### src/rtl/stdp_weight_update_sched.sv
// Round-robin scheduler that shares one STDP weight-update engine among
// num_syn synapse requesters. A granted update is written back through a
// one-hot register enable (active) and a shared write-data bus (wdata).
// Every output is registered; a grant costs one IDLE cycle plus one WRITE cycle.
module stdp_weight_update_sched #(
    parameter int num_syn      = 8,
    parameter int weight_width = 8,
    parameter int step         = 4,
    parameter int w_max        = 255,
    parameter int w_min        = 0
) (
    input  logic                             clk,
    input  logic                             reset,      // async, active-low
    input  logic                             enable,
    input  logic [num_syn-1:0]               req,
    input  logic [num_syn-1:0]               dir,
    input  logic [num_syn*weight_width-1:0]  weight_in,
    output logic [num_syn-1:0]               gnt,
    output logic [num_syn-1:0]               active,
    output logic [weight_width-1:0]          wdata,
    output logic                             busy
);

    localparam int idx_w = (num_syn > 1) ? $clog2(num_syn) : 1;
    localparam int ext_w = weight_width + 1;

    localparam logic [ext_w-1:0] step_e = ext_w'(step);
    localparam logic [ext_w-1:0] max_e  = ext_w'(w_max);
    localparam logic [ext_w-1:0] min_e  = ext_w'(w_min);
    localparam logic [idx_w-1:0] last_idx = idx_w'(num_syn - 1);

    typedef enum logic {
        S_IDLE  = 1'b0,
        S_WRITE = 1'b1
    } state_t;

    state_t                  state_q, state_d;
    logic [idx_w-1:0]        rr_ptr_q, rr_ptr_d;
    logic [idx_w-1:0]        sel_q, sel_d;
    logic [num_syn-1:0]      onehot_q, onehot_d;
    logic [weight_width-1:0] wdata_q, wdata_d;
    logic                    busy_q, busy_d;

    // Arbiter results and the new weight for the candidate winner.
    logic                    found;
    logic [idx_w-1:0]        pick;
    int                      scan_idx;
    logic [ext_w-1:0]        w_ext;
    logic [ext_w-1:0]        raw_ext;
    logic [ext_w-1:0]        nw_ext;

    // Round-robin search: first requester at or after rr_ptr, wrapping at num_syn.
    always_comb begin
        // NOTE: every variable written here gets a default first, so no path
        // leaves it unassigned and no latch is inferred.
        found    = 1'b0;
        pick     = rr_ptr_q;
        scan_idx = 0;
        for (int off = 0; off < num_syn; off++) begin
            scan_idx = int'(rr_ptr_q) + off;
            if (scan_idx >= num_syn) begin
                scan_idx = scan_idx - num_syn;
            end
            if (!found && req[scan_idx]) begin
                found = 1'b1;
                pick  = idx_w'(scan_idx);
            end
        end
    end

    // Saturating +/- step on the selected weight, one bit wider than the weight.
    always_comb begin
        w_ext   = {1'b0, weight_in[pick*weight_width +: weight_width]};
        raw_ext = '0;
        nw_ext  = '0;
        if (dir[pick]) begin
            // w + step >= w_max is the same test as w >= w_max - step, but
            // cannot wrap when step exceeds w_max.
            raw_ext = (w_ext + step_e >= max_e) ? max_e : w_ext + step_e;
        end else begin
            raw_ext = (w_ext <= min_e + step_e) ? min_e : w_ext - step_e;
        end
        // Out-of-range starting weights can still land outside the window.
        nw_ext = raw_ext;
        if (nw_ext > max_e) begin
            nw_ext = max_e;
        end
        if (nw_ext < min_e) begin
            nw_ext = min_e;
        end
    end

    // Next-state and registered-output decode for the IDLE/WRITE FSM.
    always_comb begin
        state_d  = state_q;
        rr_ptr_d = rr_ptr_q;
        sel_d    = sel_q;
        onehot_d = '0;
        wdata_d  = '0;
        busy_d   = 1'b0;
        unique case (state_q)
            S_IDLE: begin
                if (enable && found) begin
                    sel_d           = pick;
                    onehot_d[pick]  = 1'b1;
                    wdata_d         = weight_width'(nw_ext);
                    busy_d          = 1'b1;
                    state_d         = S_WRITE;
                end
            end
            S_WRITE: begin
                // The winner moves to the back of the queue for the next search.
                rr_ptr_d = (sel_q == last_idx) ? '0 : sel_q + 1'b1;
                state_d  = S_IDLE;
            end
            default: begin
                state_d = S_IDLE;
            end
        endcase
    end

    // State and output registers; reset clears everything immediately.
    always_ff @(posedge clk or negedge reset) begin
        if (!reset) begin
            state_q  <= S_IDLE;
            rr_ptr_q <= '0;
            sel_q    <= '0;
            onehot_q <= '0;
            wdata_q  <= '0;
            busy_q   <= 1'b0;
        end else begin
            // NOTE: non-blocking assignments so every register samples the
            // pre-edge values, independent of statement order.
            state_q  <= state_d;
            rr_ptr_q <= rr_ptr_d;
            sel_q    <= sel_d;
            onehot_q <= onehot_d;
            wdata_q  <= wdata_d;
            busy_q   <= busy_d;
        end
    end

    // The grant pulse and the register enable are the same one-hot event.
    assign gnt    = onehot_q;
    assign active = onehot_q;
    assign wdata  = wdata_q;
    assign busy   = busy_q;

endmodule

### config.mk
export PLATFORM = sky130hd
export DESIGN_NAME = stdp_weight_update_sched
export DESIGN_NICKNAME = d
export VERILOG_FILES = /design/src/rtl/stdp_weight_update_sched.sv
export SDC_FILE = /design/constraint.sdc
export NUM_CORES = 1
export LEC_CHECK = 0
export BUFFER_PORTS_ARGS = -buffer_cell sky130_fd_sc_hd__buf_2
export CORE_MARGIN = 4
export CORE_UTILIZATION = 47
export CTS_CLUSTER_DIAMETER = 30
export DETAILED_ROUTE_END_ITERATION = 12
export GPL_TIMING_DRIVEN = 0
export PLACE_DENSITY_LB_ADDON = 0.2
export SETUP_SLACK_MARGIN = 0.2
export SYNTH_ARGS = -nofsm -noshare
export SYNTH_HDL_FRONTEND = slang
export SYNTH_SLANG_ARGS = --single-unit
### constraint.sdc
create_clock -name clk -period 5.3 [get_ports clk]
set_input_delay 1.06 -clock clk [delete_from_list [all_inputs] [get_ports clk]]
set_output_delay 1.06 -clock clk [all_outputs]
set_load 0.02 [all_outputs]
==> run summary, run 1 <==
The first global-routing pass estimated 14500 um of wire. The source of the worst register-to-register timing path is rr_ptr_q[1]. The clock slew at the register clock pins of the worst setup and hold paths is approximately 80 ps. The deepest clock path buffer count came out at 2.

The required time at the worst-slack endpoint is approximately 5500 ps. The met2 capacity usage during global routing came out at between 30% and 40%. The number of port buffers came out at ~110. Global routing used 22.9% of the available tracks across all layers. The count of unresolved DRC violations after routing is 0. The share of the clock period used by the worst path after layout came out at about 90%. The count of pins on the block boundary came out at between 100 and 150. For this block, the initial DRC count from the detailed router was between 200 and 300. The number of maximum-capacitance violations is 0. The headroom to the max-slew limit came out at ~63%. CTS built an H-tree with a depth of 1.

The worst path setup slack after routing is between 400 and 500 ps. Counting flops with a built-in enable in the synthesized netlist gives 0. The setup path with the least slack is of type in2reg.

Summing all multi-input logic gate instances after layout gives roughly 0.0023 mm2. The number of iterations in the first detailed-routing pass is 5. The fraction of layout cells with a size suffix above 1 came out at between 40% and 50%. The TritonCTS clock tree is yes. Across the whole layout, storage elements account for about 580 um2.

The aggregate global routing overflow came out at 0. The number of buffer and inverter stages on the critical path came out at 3. Global routing used between 3 and 4% of the available met3 tracks. The x dimension of the die came out at just under 90 um. The number of clock buffers inserted by TritonCTS came out at 3. In this run the clock root is driven by a sky130_fd_sc_hd__clkbuf_8.

Setup violations remaining at the end of the flow were counted as 0. The finished layout cell area came out at about 0.0039 mm2. The tightest min-delay check is of the reg2reg type. Grouping stages by cell kind, the critical path spends the most delay in compound AO/OA/AOI/OAI gates. In this run the vertical extent of the chip is 88.7 um. For the worst setup path, the data arrival time is between 4000 and 5000 ps. The layer flagged by global routing as most heavily used is met2. From synthesis to final layout, the design area changed by 28.9%. The die covers 0.00788 mm2.

The row count is 29. In the synthesized netlist the dominant register cell turns out to be sky130_fd_sc_hd__dfrtp_1. The count of nets left with antenna violations once routing finished came out at 0. After synthesis the netlist holds a flip-flop and latch count of 23. The worst setup path is launched from an input port. The Yosys warning count came out at 0. The share of the Yosys chip area taken by registers is 18.8%.

The number of nets handed over by synthesis was about 440. The mean instance size in the synthesized netlist is slightly below 9 um2. The final hold violation count came out at 0.

The flow ran to the end, and the final reports show no timing, DRC or antenna violations. Fill cells in the final layout number ~530. The worst slack at placement came out at between 40 and 50 ps. The cell count of the worst reg-to-reg path came out at 21.

Traced cell by cell, the critical path runs through buf_2 > mux2_2 > mux4_2 > o21a_2 > o21ai_4 > xnor2_4 > buf_4 > mux2i_1 > a32oi_1 > o211ai_4 > inv_1 > ha_1 > nand2b_1 > o211ai_1 > mux2i_2 > a31oi_2 > a31oi_1. The count of distinct cell types in the synthesized netlist came out at between 70 and 80. The max-slew violation total from the final report came out at 0. The maximum single-stage delay on the critical path came out at 590 ps. The critical path capture point type is a flop. The half-perimeter wire length after detailed placement came out at approximately 7300 um. The synthesized netlist cell count is 346. The worst path needs ~4800 ps of the cycle, external delays included. The clock latency reported for the late side of the worst-skew pair came out at ~260 ps. After detailed routing, the total wire length is between 9000 and 10000 um. The critical path starts at req[0]. The transition at the pin with the smallest max-transition slack is 555 ps. The effective utilization at floorplan came out at between 40% and 50%. The count of antenna diodes in the layout came out at 0.

The post-synthesis instance area came out at about 0.0031 mm2. The total area inside the core boundary comes to between 0.006 and 0.007 mm2. The number of antenna violations at the first check in global routing came to 0.

The routed length per instance is between 15 and 20 um. The largest fanout on the critical path is 10. Routability-driven placement finished with a final weighted congestion of around 0.92. The critical path runs through a total of 17 cells. Setup repair after global routing left no endpoint under its margin. The final worst clock skew came out at approximately 3.4 ps. Following the worst setup path forward leads to its endpoint at wdata[7]. Global routing consumed, on the met1 layer, 33.1% of the routing resources. In this run the critical register-to-register path is captured at wdata[7].

The via count of the first global-routing pass is between 2000 and 3000. The placed instances occupy a cell area of 0.00370 mm2. Setup slack on the worst reg-to-reg path comes out at between 400 and 500 ps. Entering global routing, the biggest net connects 24 pins. The async set-reset flop share out of synthesis is 100%.

The final total negative setup slack came out at 0 ps. The number of sinks on the clock net is 23. The cell with the largest stage delay on the worst path is sky130_fd_sc_hd__mux4_2. The average vias per placed instance is about 6. The total number of nets in the final design came out at 564. The via total after detailed routing came out at ~3300. For this run, the top clock speed supported by timing is 208 MHz.
==> timing repair <==
item | 4_1_cts | 5_1_grt
cloned | 0 | 0
gates resized for setup | 4 | 17
hold buffers | 0 | 0
pin swaps | 4 | 5
setup buffers | 7 | 8
endpoints found under the setup margin | 8 | 8
==> cell type report <==
cell class	instances	area share, %
multi-input combinational	286	59.3
buffer	25	4.85
tap	77	2.44
sequential	23	14.6
inverter	12	1.30
timing repair buffer	122	16.4
clock buffer	4	1.14
==> Yosys cell counts, drive strengths merged, types with 2 or more instances <==
cell | count | area (um2)
a211oi | 2 | 20.0
a21boi | 3 | 33.8
a21o | 3 | 25.0
a21oi | 11 | 66.3
a22o | 2 | 17.5
a2bb2oi | 3 | 45.0
a31oi | 4 | 31.3
a32oi | 11 | 119
a41oi | 2 | 25.0
and2 | 6 | 42.6
and3 | 3 | 18.8
buf | 24 | 176
dfrtp | 23 | 576
ha | 8 | 100
inv | 11 | 41.3
mux2 | 10 | 113
mux2i | 24 | 265
mux4 | 12 | 270
nand2 | 51 | 194
nand2b | 3 | 18.8
nand3 | 15 | 92.6
nand3b | 2 | 15.0
nor2 | 42 | 158
nor2b | 2 | 12.5
nor3 | 8 | 56.3
nor3b | 3 | 22.5
nor4 | 3 | 25.0
o211ai | 10 | 85.1
o21a | 2 | 16.3
o21ai | 12 | 78.8
o22ai | 5 | 31.3
or3 | 4 | 25.0
xnor2 | 5 | 81.3
==> cells in the final DEF, fill, tap and decap left out, types with 4 or more instances in the layout <==
cell type,Yosys,routed
sky130_fd_sc_hd__dfrtp_1,23,23
sky130_fd_sc_hd__nand2_1,50,50
sky130_fd_sc_hd__ha_1,8,7
sky130_fd_sc_hd__o22ai_1,5,5
sky130_fd_sc_hd__mux4_2,12,12
sky130_fd_sc_hd__mux2i_4,2,4
sky130_fd_sc_hd__inv_1,10,8
sky130_fd_sc_hd__a32oi_2,3,4
sky130_fd_sc_hd__o21ai_0,9,9
sky130_fd_sc_hd__mux2_2,10,10
sky130_fd_sc_hd__nor3_1,6,6
sky130_fd_sc_hd__buf_2,9,113
sky130_fd_sc_hd__or3_1,4,4
sky130_fd_sc_hd__nor2_1,42,41
sky130_fd_sc_hd__o211ai_1,8,8
sky130_fd_sc_hd__mux2i_1,22,17
sky130_fd_sc_hd__buf_6,5,4
sky130_fd_sc_hd__a21oi_1,10,10
sky130_fd_sc_hd__buf_4,10,25
sky130_fd_sc_hd__a32oi_1,8,7
sky130_fd_sc_hd__nand3_1,13,13
==> layer usage <==
metal / up-vias / share of wire, % / routed length, um
met2: 145 / 49 / 4590
met3: 17 / 7.5 / 711
met1: 1595 / 43 / 4030
met4: 0 / 1.2 / 114
li1: 1534 / - / -
met5: - / 0 / 0
==> stage by stage <==
step                      cells  util, %  hold WS [ps]
after CTS                   541     60.1           536
after floorplan             346        -           487
final                       549     62.2           540
after global placement      530     58.2           508
after detailed placement    530     58.2           509
after global routing        549     62.2           566
==> worst min path at each step <==
| stage | startpoint | endpoint | slack, ps | cells past startpoint |
|---|---|---|---|---|
| CTS | sel_q[2] | sel_q[2] | 540 | 1 |
| floorplan | sel_q[2] | sel_q[2] | 490 | 1 |
| global route | sel_q[2] | sel_q[2] | 570 | 1 |
| detailed placement | sel_q[2] | sel_q[2] | 510 | 1 |
| global placement | sel_q[2] | sel_q[2] | 510 | 1 |
| finish | sel_q[2] | sel_q[2] | 540 | 1 |
==> registers in the layout, summed over array words and instances, names as in the netlist <==
register / cells
active: 8
wdata: 8
sel_q: 3
busy: 1
rr_ptr_q: 3
==> kinds of logic (layout without fill, tap and decap cells) <==
logic type               count (synthesis)  after routing  share of synthesized area (%)
buffers and inverters                   37            163                           7.35
AO/OA/AOI/OAI                           80             80                           23.3
multiplexers                            46             46                           21.2
adder cells (fa/ha/maj)                  8              8                           3.27
flip-flops                              23             23                           18.8
XOR/XNOR                                 6              6                           2.94
AND/OR/NAND/NOR                        146            146                           23.2
Power of run 1 is left out: the tool's default activity adds up to more than one toggle a clock period on the data nets, which glitch-free logic cannot reach.
==> inputs of run 2 (changes only) <==
--- a/config.mk
+++ b/config.mk
@@ -6,12 +6,12 @@
 export NUM_CORES = 1
 export LEC_CHECK = 0
 export BUFFER_PORTS_ARGS = -buffer_cell sky130_fd_sc_hd__buf_2
-export CORE_MARGIN = 4
+export CORE_MARGIN = 3
 export CORE_UTILIZATION = 47
 export CTS_CLUSTER_DIAMETER = 30
 export DETAILED_ROUTE_END_ITERATION = 12
 export GPL_TIMING_DRIVEN = 0
-export PLACE_DENSITY_LB_ADDON = 0.2
+export PLACE_DENSITY_LB_ADDON = 0.15
 export SETUP_SLACK_MARGIN = 0.2
 export SYNTH_ARGS = -nofsm -noshare
 export SYNTH_HDL_FRONTEND = slang
==> run summary, run 2 (same netlist as run 1, synthesis figures left out) <==
The run finished with clean final reports. The x dimension of the die is just under 90 um. The highest clock frequency the design can meet is slightly above 200 MHz.

The initial utilization of the core area, before any placement, comes to between 40% and 50%. The row count is 28. In this run the number of H-tree levels came out at 1. Excluding fillers, the count of instances in the completed layout stands at roughly 560. The routed length on met2 is about 4400 um. The global-route usage over all layers came out at between 20% and 30%.

The worst min-delay path startpoint is sel_q[2]. The most common cell after layout, fill and taps aside is sky130_fd_sc_hd__buf_2. The layout overhead on the synthesized area came out at 32.7%. In this run the tightest slew margin relative to its limit is between 60% and 70%. The critical path data arrival time came out at between 5000 and 6000 ps. The number of routed nets with antenna violations came out at 0. After layout, the worst path uses between 90% and 100% of the clock period. The first routing iteration left 298 violations. The critical path capture point type is a flop.

Entering global routing, the biggest net connects 24 pins. In this run the worst setup path begins at req[0]. The number of setup violations in the final report is 0.

Routability-driven placement finished with a final weighted congestion of between 0.8 and 0.9. The total detailed-routing wirelength came out at between 9000 and 10000 um. At the pin with the least slew margin, the transition time is about 540 ps.

Input and output buffers added on the ports amount to roughly 110. The die boundary height came out at ~87 um. The number of maximum-capacitance violations came out at 0. TritonCTS built the clock tree. The count of unresolved DRC violations after routing is 0. Routed signal wires occupy layers up through met4. For this design, the sink count on the clock tree is 23. The count of pins on the block boundary is ~110. For the worst-skew pair, the clock arrives at the later sink with an insertion delay of ~260 ps. The area of the core came out at 0.00613 mm2. In this run the clock root is driven by a sky130_fd_sc_hd__clkbuf_8. After global routing the overflow that remains totals 0.

Wire segments on met3 add up to 798 um in the final route. After detailed routing, the average wire length per cell comes to about 17 um. The worst setup path is launched from an input port. The number of antenna violations at the first check in global routing came out at 0. For this block, wires on met1 add up to 4130 um. STA puts the critical path data required time at between 5000 and 6000 ps. The max-slew violation total from the final report came out at 0. The number of clock buffers inserted by TritonCTS is 3.

The final worst clock skew is between 2 and 2.5 ps. The source of the worst register-to-register timing path is rr_ptr_q[1]. The final hold violation count came out at 0. Counting along the longest clock path gives a buffer depth of 2. The library cells used most frequently in the layout, excluding fill and tap cells, are 113 x sky130_fd_sc_hd__buf_2, 50 x sky130_fd_sc_hd__nand2_1, 41 x sky130_fd_sc_hd__nor2_1. The via total after detailed routing is between 3000 and 4000. The largest fanout on the critical path came out at 10.

The min-delay analysis places its worst path in the category reg2reg. The via count of the first global-routing pass is slightly above 3000. The fraction of layout cells with a size suffix above 1 is between 40% and 50%. The die area is 0.00752 mm2. The first-pass GRT wire length is ~14000 um. The count of antenna diodes in the layout came out at 0. In the routed layout, each cell is associated on average with a via count of approximately 5.9.

Setup repair after global routing left no endpoint under its margin. The filler cell count in the final layout came out at 491. The half-perimeter wire length after detailed placement came out at just over 7000 um. The final critical-path required period is around 4900 ps. The clock slew at the register clock pins of the worst setup and hold paths is around 80 ps. Counting tap cells, the placed design contains a total of 528 instances. The setup path with the least slack is of type in2reg. The number of iterations in the first detailed-routing pass is 5. The total number of nets in the final design came out at 572.
==> run 2: critical path, stage by stage <==
cell                       delay (ps)
sky130_fd_sc_hd__buf_2            170
sky130_fd_sc_hd__mux4_2           520
sky130_fd_sc_hd__mux2i_4          220
sky130_fd_sc_hd__a21boi_1         100
sky130_fd_sc_hd__o21a_2           230
sky130_fd_sc_hd__o21ai_4          290
sky130_fd_sc_hd__xnor2_4          170
sky130_fd_sc_hd__buf_4            240
sky130_fd_sc_hd__mux2i_1          270
sky130_fd_sc_hd__a32oi_2          110
sky130_fd_sc_hd__o211ai_4         160
sky130_fd_sc_hd__inv_1            170
sky130_fd_sc_hd__ha_1             240
sky130_fd_sc_hd__inv_1            130
sky130_fd_sc_hd__xnor2_1          110
sky130_fd_sc_hd__nor4_2           370
sky130_fd_sc_hd__buf_4            170
sky130_fd_sc_hd__a211oi_1          70
sky130_fd_sc_hd__nor3_1           250
==> run 2: final cells by class <==
type	count	area, um2	share of cell area (%)
Tap cell	75	93.8	2.31
Clock buffer	3	41.3	1.02
Sequential cell	23	577	14.2
Timing Repair Buffer	130	721	17.7
Inverter	12	53.8	1.32
Multi-Input combinational cell	286	2370	58.3
Clock inverter	1	5.00	0.123
Buffer	25	205	5.04
==> run 2: timing repair <==
action / CTS / global route
hold buffers: 0 / 0
setup buffers: 7 / 16
pin swaps: 3 / 11
endpoints found under the setup margin: 8 / 8
gates resized for setup: 4 / 28
==> run 2: routing by layer <==
layer,global-route usage (%),vias up
li1,-,1550
met1,33.4,1541
met2,40.8,184
met3,2.00,13
met4,4.82,0
met5,0,-
==> run 2: path summary, 6_finish.rpt <==
check,slack (ps),end,cells after the start
min reg2reg,540,sel_q[2],1
max reg2reg,390,wdata[3],21
max in group asynchronous,4190,rr_ptr_q[0],1
min in group asynchronous,750,rr_ptr_q[1],1
min,540,sel_q[2],1
max,370,wdata[3],19
==> run 2: stage by stage <==
step                      TNS, ps  area [um2]  util, %  hold slack, ps  setup WS, ps
after floorplan                 0        3060        -             487           826
after detailed placement     -184        3690     60.2             529         -58.2
after global routing            0        4070     66.3             554           151
after global placement      -7.42        3690     60.2             518         -7.42
final                           0        4070     66.3             543           368
after CTS                       0        3810     62.2             545           229
Power of run 2 is left out for the same reason.
